<file path="src/rtl/dca_tensor_reduce_ctrl.sv">
// Streaming reduction controller: folds N scalars through an external adder,
// keeping one request in flight and presenting the final accumulator on done.
module dca_tensor_reduce_ctrl #(
    parameter int BW_TENSOR_SCALAR = 32,
    parameter int BW_COUNT         = 16
) (
    input  logic                        clk,
    input  logic                        rstnn,
    input  logic                        enable,
    input  logic                        start,
    input  logic [BW_COUNT-1:0]         cfg_count,
    input  logic                        cfg_is_float,
    input  logic                        cfg_is_sub,
    output logic                        busy,
    input  logic                        s_valid,
    input  logic [BW_TENSOR_SCALAR-1:0] s_data,
    output logic                        s_ready,
    output logic                        add_valid,
    output logic                        add_is_sub,
    output logic                        add_is_float,
    output logic [BW_TENSOR_SCALAR-1:0] add_input0,
    output logic [BW_TENSOR_SCALAR-1:0] add_input1,
    input  logic                        add_result_valid,
    input  logic [BW_TENSOR_SCALAR-1:0] add_result,
    output logic                        done,
    output logic [BW_TENSOR_SCALAR-1:0] result
);

    localparam logic [BW_COUNT-1:0] CNT_ONE = BW_COUNT'(1);

    typedef enum logic [2:0] {
        IDLE,
        LOAD_FIRST,
        FETCH,
        WAIT_RESULT,
        DONE
    } state_t;

    state_t                      state;
    state_t                      state_next;
    logic [BW_TENSOR_SCALAR-1:0] acc;
    logic [BW_TENSOR_SCALAR-1:0] operand;
    logic [BW_TENSOR_SCALAR-1:0] result_reg;
    logic [BW_COUNT-1:0]         remaining;
    logic                        is_float;
    logic                        is_sub;
    logic                        issued;

    // s_ready carries enable so a stalled cycle can never complete a transfer
    always_comb begin
        state_next = state;
        s_ready    = 1'b0;
        case (state)
            IDLE: begin
                if (start) begin
                    state_next = (cfg_count == '0) ? DONE : LOAD_FIRST;
                end
            end
            LOAD_FIRST: begin
                s_ready = enable;
                if (s_valid) begin
                    state_next = (remaining == CNT_ONE) ? DONE : FETCH;
                end
            end
            FETCH: begin
                s_ready = enable;
                if (s_valid) begin
                    state_next = WAIT_RESULT;
                end
            end
            WAIT_RESULT: begin
                if (add_result_valid) begin
                    state_next = (remaining == CNT_ONE) ? DONE : FETCH;
                end
            end
            DONE: begin
                state_next = IDLE;
            end
            default: begin
                state_next = IDLE;
            end
        endcase
    end

    // issued marks every WAIT_RESULT cycle after the first, so the request pulses once
    always_ff @(posedge clk) begin
        if (!rstnn) begin
            state      <= IDLE;
            acc        <= '0;
            operand    <= '0;
            result_reg <= '0;
            remaining  <= '0;
            is_float   <= 1'b0;
            is_sub     <= 1'b0;
            issued     <= 1'b0;
        end else if (enable) begin
            state  <= state_next;
            issued <= (state == WAIT_RESULT);
            case (state)
                IDLE: begin
                    if (start) begin
                        is_float  <= cfg_is_float;
                        is_sub    <= cfg_is_sub;
                        remaining <= cfg_count;
                        acc       <= '0;
                    end
                end
                LOAD_FIRST: begin
                    if (s_valid) begin
                        acc       <= s_data;
                        remaining <= remaining - CNT_ONE;
                    end
                end
                FETCH: begin
                    if (s_valid) begin
                        operand <= s_data;
                    end
                end
                WAIT_RESULT: begin
                    if (add_result_valid) begin
                        acc       <= add_result;
                        remaining <= remaining - CNT_ONE;
                    end
                end
                DONE: begin
                    result_reg <= acc;
                end
                default: begin
                end
            endcase
        end
    end

    assign busy         = (state != IDLE);
    assign done         = (state == DONE);
    assign add_valid    = (state == WAIT_RESULT) && !issued;
    assign add_is_sub   = is_sub;
    assign add_is_float = is_float;
    assign add_input0   = acc;
    assign add_input1   = operand;
    // result already shows the final value during the done cycle itself
    assign result       = (state == DONE) ? acc : result_reg;

endmodule

</file>
<file path="config.mk">
export PLATFORM = sky130hd
export DESIGN_NAME = dca_tensor_reduce_ctrl
export DESIGN_NICKNAME = d
export VERILOG_FILES = /design/src/rtl/dca_tensor_reduce_ctrl.sv
export SDC_FILE = /design/constraint.sdc
export NUM_CORES = 1
export LEC_CHECK = 0
export ABC_AREA = 1
export CORE_ASPECT_RATIO = 1.25
export CORE_MARGIN = 2
export CORE_UTILIZATION = 42
export DETAILED_ROUTE_END_ITERATION = 8
export MAX_ROUTING_LAYER = met4
export PLACE_DENSITY_LB_ADDON = 0.15
export SYNTH_ARGS = -nofsm -noshare
export SYNTH_HDL_FRONTEND = slang
export SYNTH_SLANG_ARGS = --single-unit
</file>
<file path="constraint.sdc">
create_clock -name clk -period 1.34 [get_ports clk]
set_input_delay 0.268 -clock clk [delete_from_list [all_inputs] [get_ports clk]]
set_output_delay 0.268 -clock clk [all_outputs]
set_load 0.01 [all_outputs]
</file>
[After elaboration in Yosys (flattened, before gate mapping)]
Index checks and enable logic that the tools add are counted.
Operators by class
  $add $sub $neg: 1
  equal/unequal tests: 9
  muxes and demuxes: 17
  reduce and logical (&&, ||, !) cells: 11
Operator list (count)
  $mux 32: 4
  $pmux 32 s3: 1
  $mux 16: 3
  $pmux 16 s3: 1
  $mux 3: 6
  $eq 16x1->1 const B: 1
  $logic_not 16->1: 1
  $sub 16x1->16 const B: 1
  $pmux 3 s4: 1
  $reduce_and 5->1: 2
  $ne 2x2->1 const B: 4
  $eq 3x2->1 const B: 2
  $reduce_and 3->1: 2
  $reduce_bool 3->1: 2
  $eq 3x1->1 const B: 1
  $eq 3x3->1 const B: 1
  $logic_not 3->1: 1
  $reduce_or 2->1: 1
  $logic_and 1x1->1: 1
  $logic_not 1->1: 1
  $mux 1: 1
Word-level totals
  word-level logic and storage cells: 46
  output and inout port bits: 102
  input port bits: 88
  register bits after elaboration: 118

[Logic depth before layout (Yosys ltp)]
  depth after elaboration: 4
  depth in mapped cells: 10
  depth with buffers taken out: 9

[Worst setup path after synthesis]
Ideal clock, no wire load.
  kind: reg-to-output
  start point: register state[0]
  end point: output result[12]
  data arrival time: 1.185 ns
  buffers on the path: 2
  path slack: -0.113 ns
  cell stages (with the launch flop): 7
  data required time: 1.072 ns
  cells stage by stage: dfxtp_1 nor2_2 nand2_1 inv_1 buf_2 buf_2 o21ai_0
Between the ends
  longest elaborated chain between the ends: 2
RTL lines
  start: declaration: line 39  | state_t state;
  start signal: assignment: line 97  | state <= state_next;
  $eq 3x3->1: line 142  | assign result = (state == DONE) ? acc : result_reg;
  $mux 32
  end: declaration: line 26  | output logic [BW_TENSOR_SCALAR-1:0] result
Every way passes these cells.

[Worst setup path in the final report]
  start point: register state[1]
  end point: output result[21]
The elaborated chain is that of the path after synthesis.

==> impl_metrics.py <==
metrics = {
    "run_status": {
        "status": "complete, but fails checks",
        "violations": "negative setup slack",
    },
    "drt": {
        "post-route-drc-count": 0,
        "routed_wl_um": 25200,
        "highest_layer": "met4",
        "firstDrtPassIters": 5,
        "met2_length_um": 12500,
        "route.antenna.remaining_nets": 0,
        "viasPerCell": 5.33,
        "met1_length_um": 9620,
        "vias": 7540,
        "wl_per_cell_um": 17.8,
        "drt_iter0_drc": 548,
        "wl_met3_um": 1970,
    },
    "power_and_ir_drop": {
        "switchingPower_mw": 4.26,
        "p_per_area_mw_per_mm2": 1240,
        "vdd_drop_max_mv": 0.771,
        "combPwrFrac_pct": 32.9,
        "intPower_mw": 9.21,
        "p_leak_nw": 5.13,
        "p_sw_share_pct": 31.6,
        "seqPwrFrac_pct": 30.9,
        "p_clk_share_pct": 36.2,
    },
    "grt": {
        "gr-total-overflow": 0,
        "grt_pass1_vias": 7071,
        "grt_max_degree": 65,
        "grt_pass1_wl_um": 36600,
        "grt_use_total_pct": 33.1,
        "antenna_found_initial": 0,
    },
    "floorplanning": {
        "num_io_pins": 190,
        "die-height_um": 135,
        "die_area_sq_mm": 0.0147,
        "start_util_pct": 43.2,
        "dieWidth_um": 109,
        "rows": 47,
        "core_sq_mm": 0.0133,
    },
    "placement": {
        "dp.cells": 1313,
        "port_buffers": 189,
        "dp_hpwl_um": 13900,
        "gp_congestion": 0.907,
        "post-place-ws_ns": -0.549,
    },
    "layout": {
        "drive_above_1_share_pct": 38.3,
        "final_net_count": 1322,
        "syn_to_final_growth_pct": 87.9,
        "final_cells": 1415,
        "n_antenna_cell": 0,
    },
    "sta": {
        "finalSetupViolCount": 130,
        "timing.slew.headroom_pct": 73.1,
        "period_share_pct": 144,
        "clock_skew_ns": 0.0159,
        "setup_ws_ns": -0.590,
        "max_freq_mhz": 518,
        "drv_slew": 0,
        "period_minus_slack_ns": 1.93,
        "worst_slew_pin_slew_ns": 0.404,
        "grt_setup_unrepaired": "true",
        "hold_viol": 0,
    },
    "synth": {
        "ys_warn_count": 0,
        "synth_edf_count": 0,
        "ys_ff_latch": 118,
        "synth_cell_type_count": 27,
        "syn_area_sq_mm": 0.00577,
        "synth.net_count": 992,
        "synth-main-ff-cell": "dfxtp_1",
        "synth_top_area_share_pct": 41.0,
        "synth.area.top_cells": "dfxtp_1, o21ai_0, nor2_1",
        "synthArstFlopShare_pct": 0,
        "synthMostInstantiatedCell": "nor2_1",
        "yosysTopAreaCell": "dfxtp_1",
        "synth_common_cells": "nor2_1, nand2_1, o21ai_0",
        "synth_seq_area_share_pct": 41.0,
        "syn_area_per_cell_sq_um": 6.39,
        "syn-instance-count": 902,
    },
    "clocking": {
        "cts.sinks": 118,
        "path_clk_slew_ns": 0.05,
        "cts_tree": "done",
        "cts_buffers": 17,
        "clk_latency_ns": 0.42,
        "htreeDepth": 4,
        "cts_root_buf": "clkbuf_16",
        "clockBufferDepth": 2,
    },
    "setup_path": {
        "required_ns": 1.07,
        "r2r_start": "state[1]",
        "crit_type": "reg2out",
        "cpPeakStageDelay_ns": 0.36,
        "crit_family": "buffers and inverters",
        "cp_max_fo": 7,
        "cp_slowest_cell": "dfxtp_2",
        "crit_path_start": "state[1]",
        "crit_path_start_kind": "flip-flop",
        "arrival_ns": 1.66,
        "crit_path_cell_trace": "nor2_4 > nand2_2 > clkinv_4 > buf_12 > buf_16 > buf_6 > o21ai_4 > buf_6",
        "crit_buf_inv": 5,
        "cp_common_cell": "buf_6",
        "cp-end-kind": "output port",
    },
    "run": {
        "cap_violations": 0,
    },
    "worst_hold_path": {
        "worstHoldStart": "rstnn",
        "hold_path.class": "in2reg",
    },
}
## worst min-delay path, cell delays in order
cell and delay, ns:
buf_2 0.12, buf_12 0.17, o21ai_2 0.07, nor2_1 0.03
## power groups by stage
stage | combinational, mW | sequential, mW | clock, mW
after floorplan | 1.59 | 4.20 | 0
after global placement | 3.37 | 4.13 | 0
after detailed placement | 3.40 | 4.14 | 0
after CTS | 4.08 | 4.10 | 4.90
after global routing | 4.76 | 4.18 | 5.09
final | 4.43 | 4.16 | 4.88
## per-stage QoR
step | utilization [%] | area, sq um | setup TNS (ns) | hold WS (ns) | total power [mW]
2_1_floorplan | - | 5880 | -0.620 | 0.403 | 5.79
3_5_place_dp | 64.7 | 8640 | -60.56 | 0.436 | 7.54
3_3_place_gp | 64.7 | 8640 | -55.35 | 0.439 | 7.50
6_report | 81.2 | 10800 | -45.26 | 0.305 | 13.5
4_1_cts | 77.7 | 10400 | -41.75 | 0.288 | 13.1
5_1_grt | 81.2 | 10800 | -52.29 | 0.313 | 14.0
## layer usage
| metal | up-vias | GRT usage, % |
|---|---|---|
| met5 | - | - |
| met4 | 0 | 14.5 |
| met3 | 93 | 8.11 |
| met2 | 384 | 53.3 |
| met1 | 3510 | 39.1 |
| li1 | 3553 | - |
## cells in the final DEF (no fill, tap or decap), types with 22 or more instances in the layout
cell and instances:
nor2_1 134, nand2_1 133, buf_4 107, inv_1 99, dfxtp_1 92, clkdlybuf4s50_1 86
o21ai_2 62, a21oi_1 55, o21ai_1 49, buf_2 45, nand3_1 42, buf_6 40
o21ai_0 35, nor2_2 27, dfxtp_2 26, nand2_2 24, buf_12 22
## final cells by class
| class | count | area [sq um] |
|---|---|---|
| Clock inverter | 12 | 176 |
| Tap cell | 171 | 214 |
| Timing Repair Buffer | 364 | 3640 |
| Sequential cell | 118 | 2390 |
| Inverter | 110 | 450 |
| Clock buffer | 19 | 453 |
| Multi-Input combinational cell | 621 | 3510 |
| Fill cell | 876 | 2520 |
## cells by family (layout without fill, tap and decap cells)
kind of cell / Yosys count / in the layout / share of synthesized area [%]
compound gates: 224 / 224 / 19.5
xor+xnor: 2 / 2 / 0.304
fa+ha+maj: 2 / 2 / 0.434
buf+inv: 164 / 505 / 11.4
flops: 118 / 118 / 41.0
simple gates: 392 / 393 / 27.4
## final timing paths
check	to	slack, ns	cells after the start
worst max-delay path	result[21]	-0.59	8
worst max register to register	add_input0[12]	-0.43	10
worst min register to register	add_is_sub	0.45	2
worst min-delay path	remaining[3]	0.30	4
## repair_timing
| item | CTS | global route |
|---|---|---|
| endpoints found under the setup margin | 190 | 180 |
| gates resized for setup | 498 | 183 |
| hold buffers | 0 | 0 |
| gates cloned | 16 | 2 |
| setup buffers | 50 | 13 |
| pin swaps | 63 | 22 |
No activity file was read; power rests on OpenSTA's default activity.
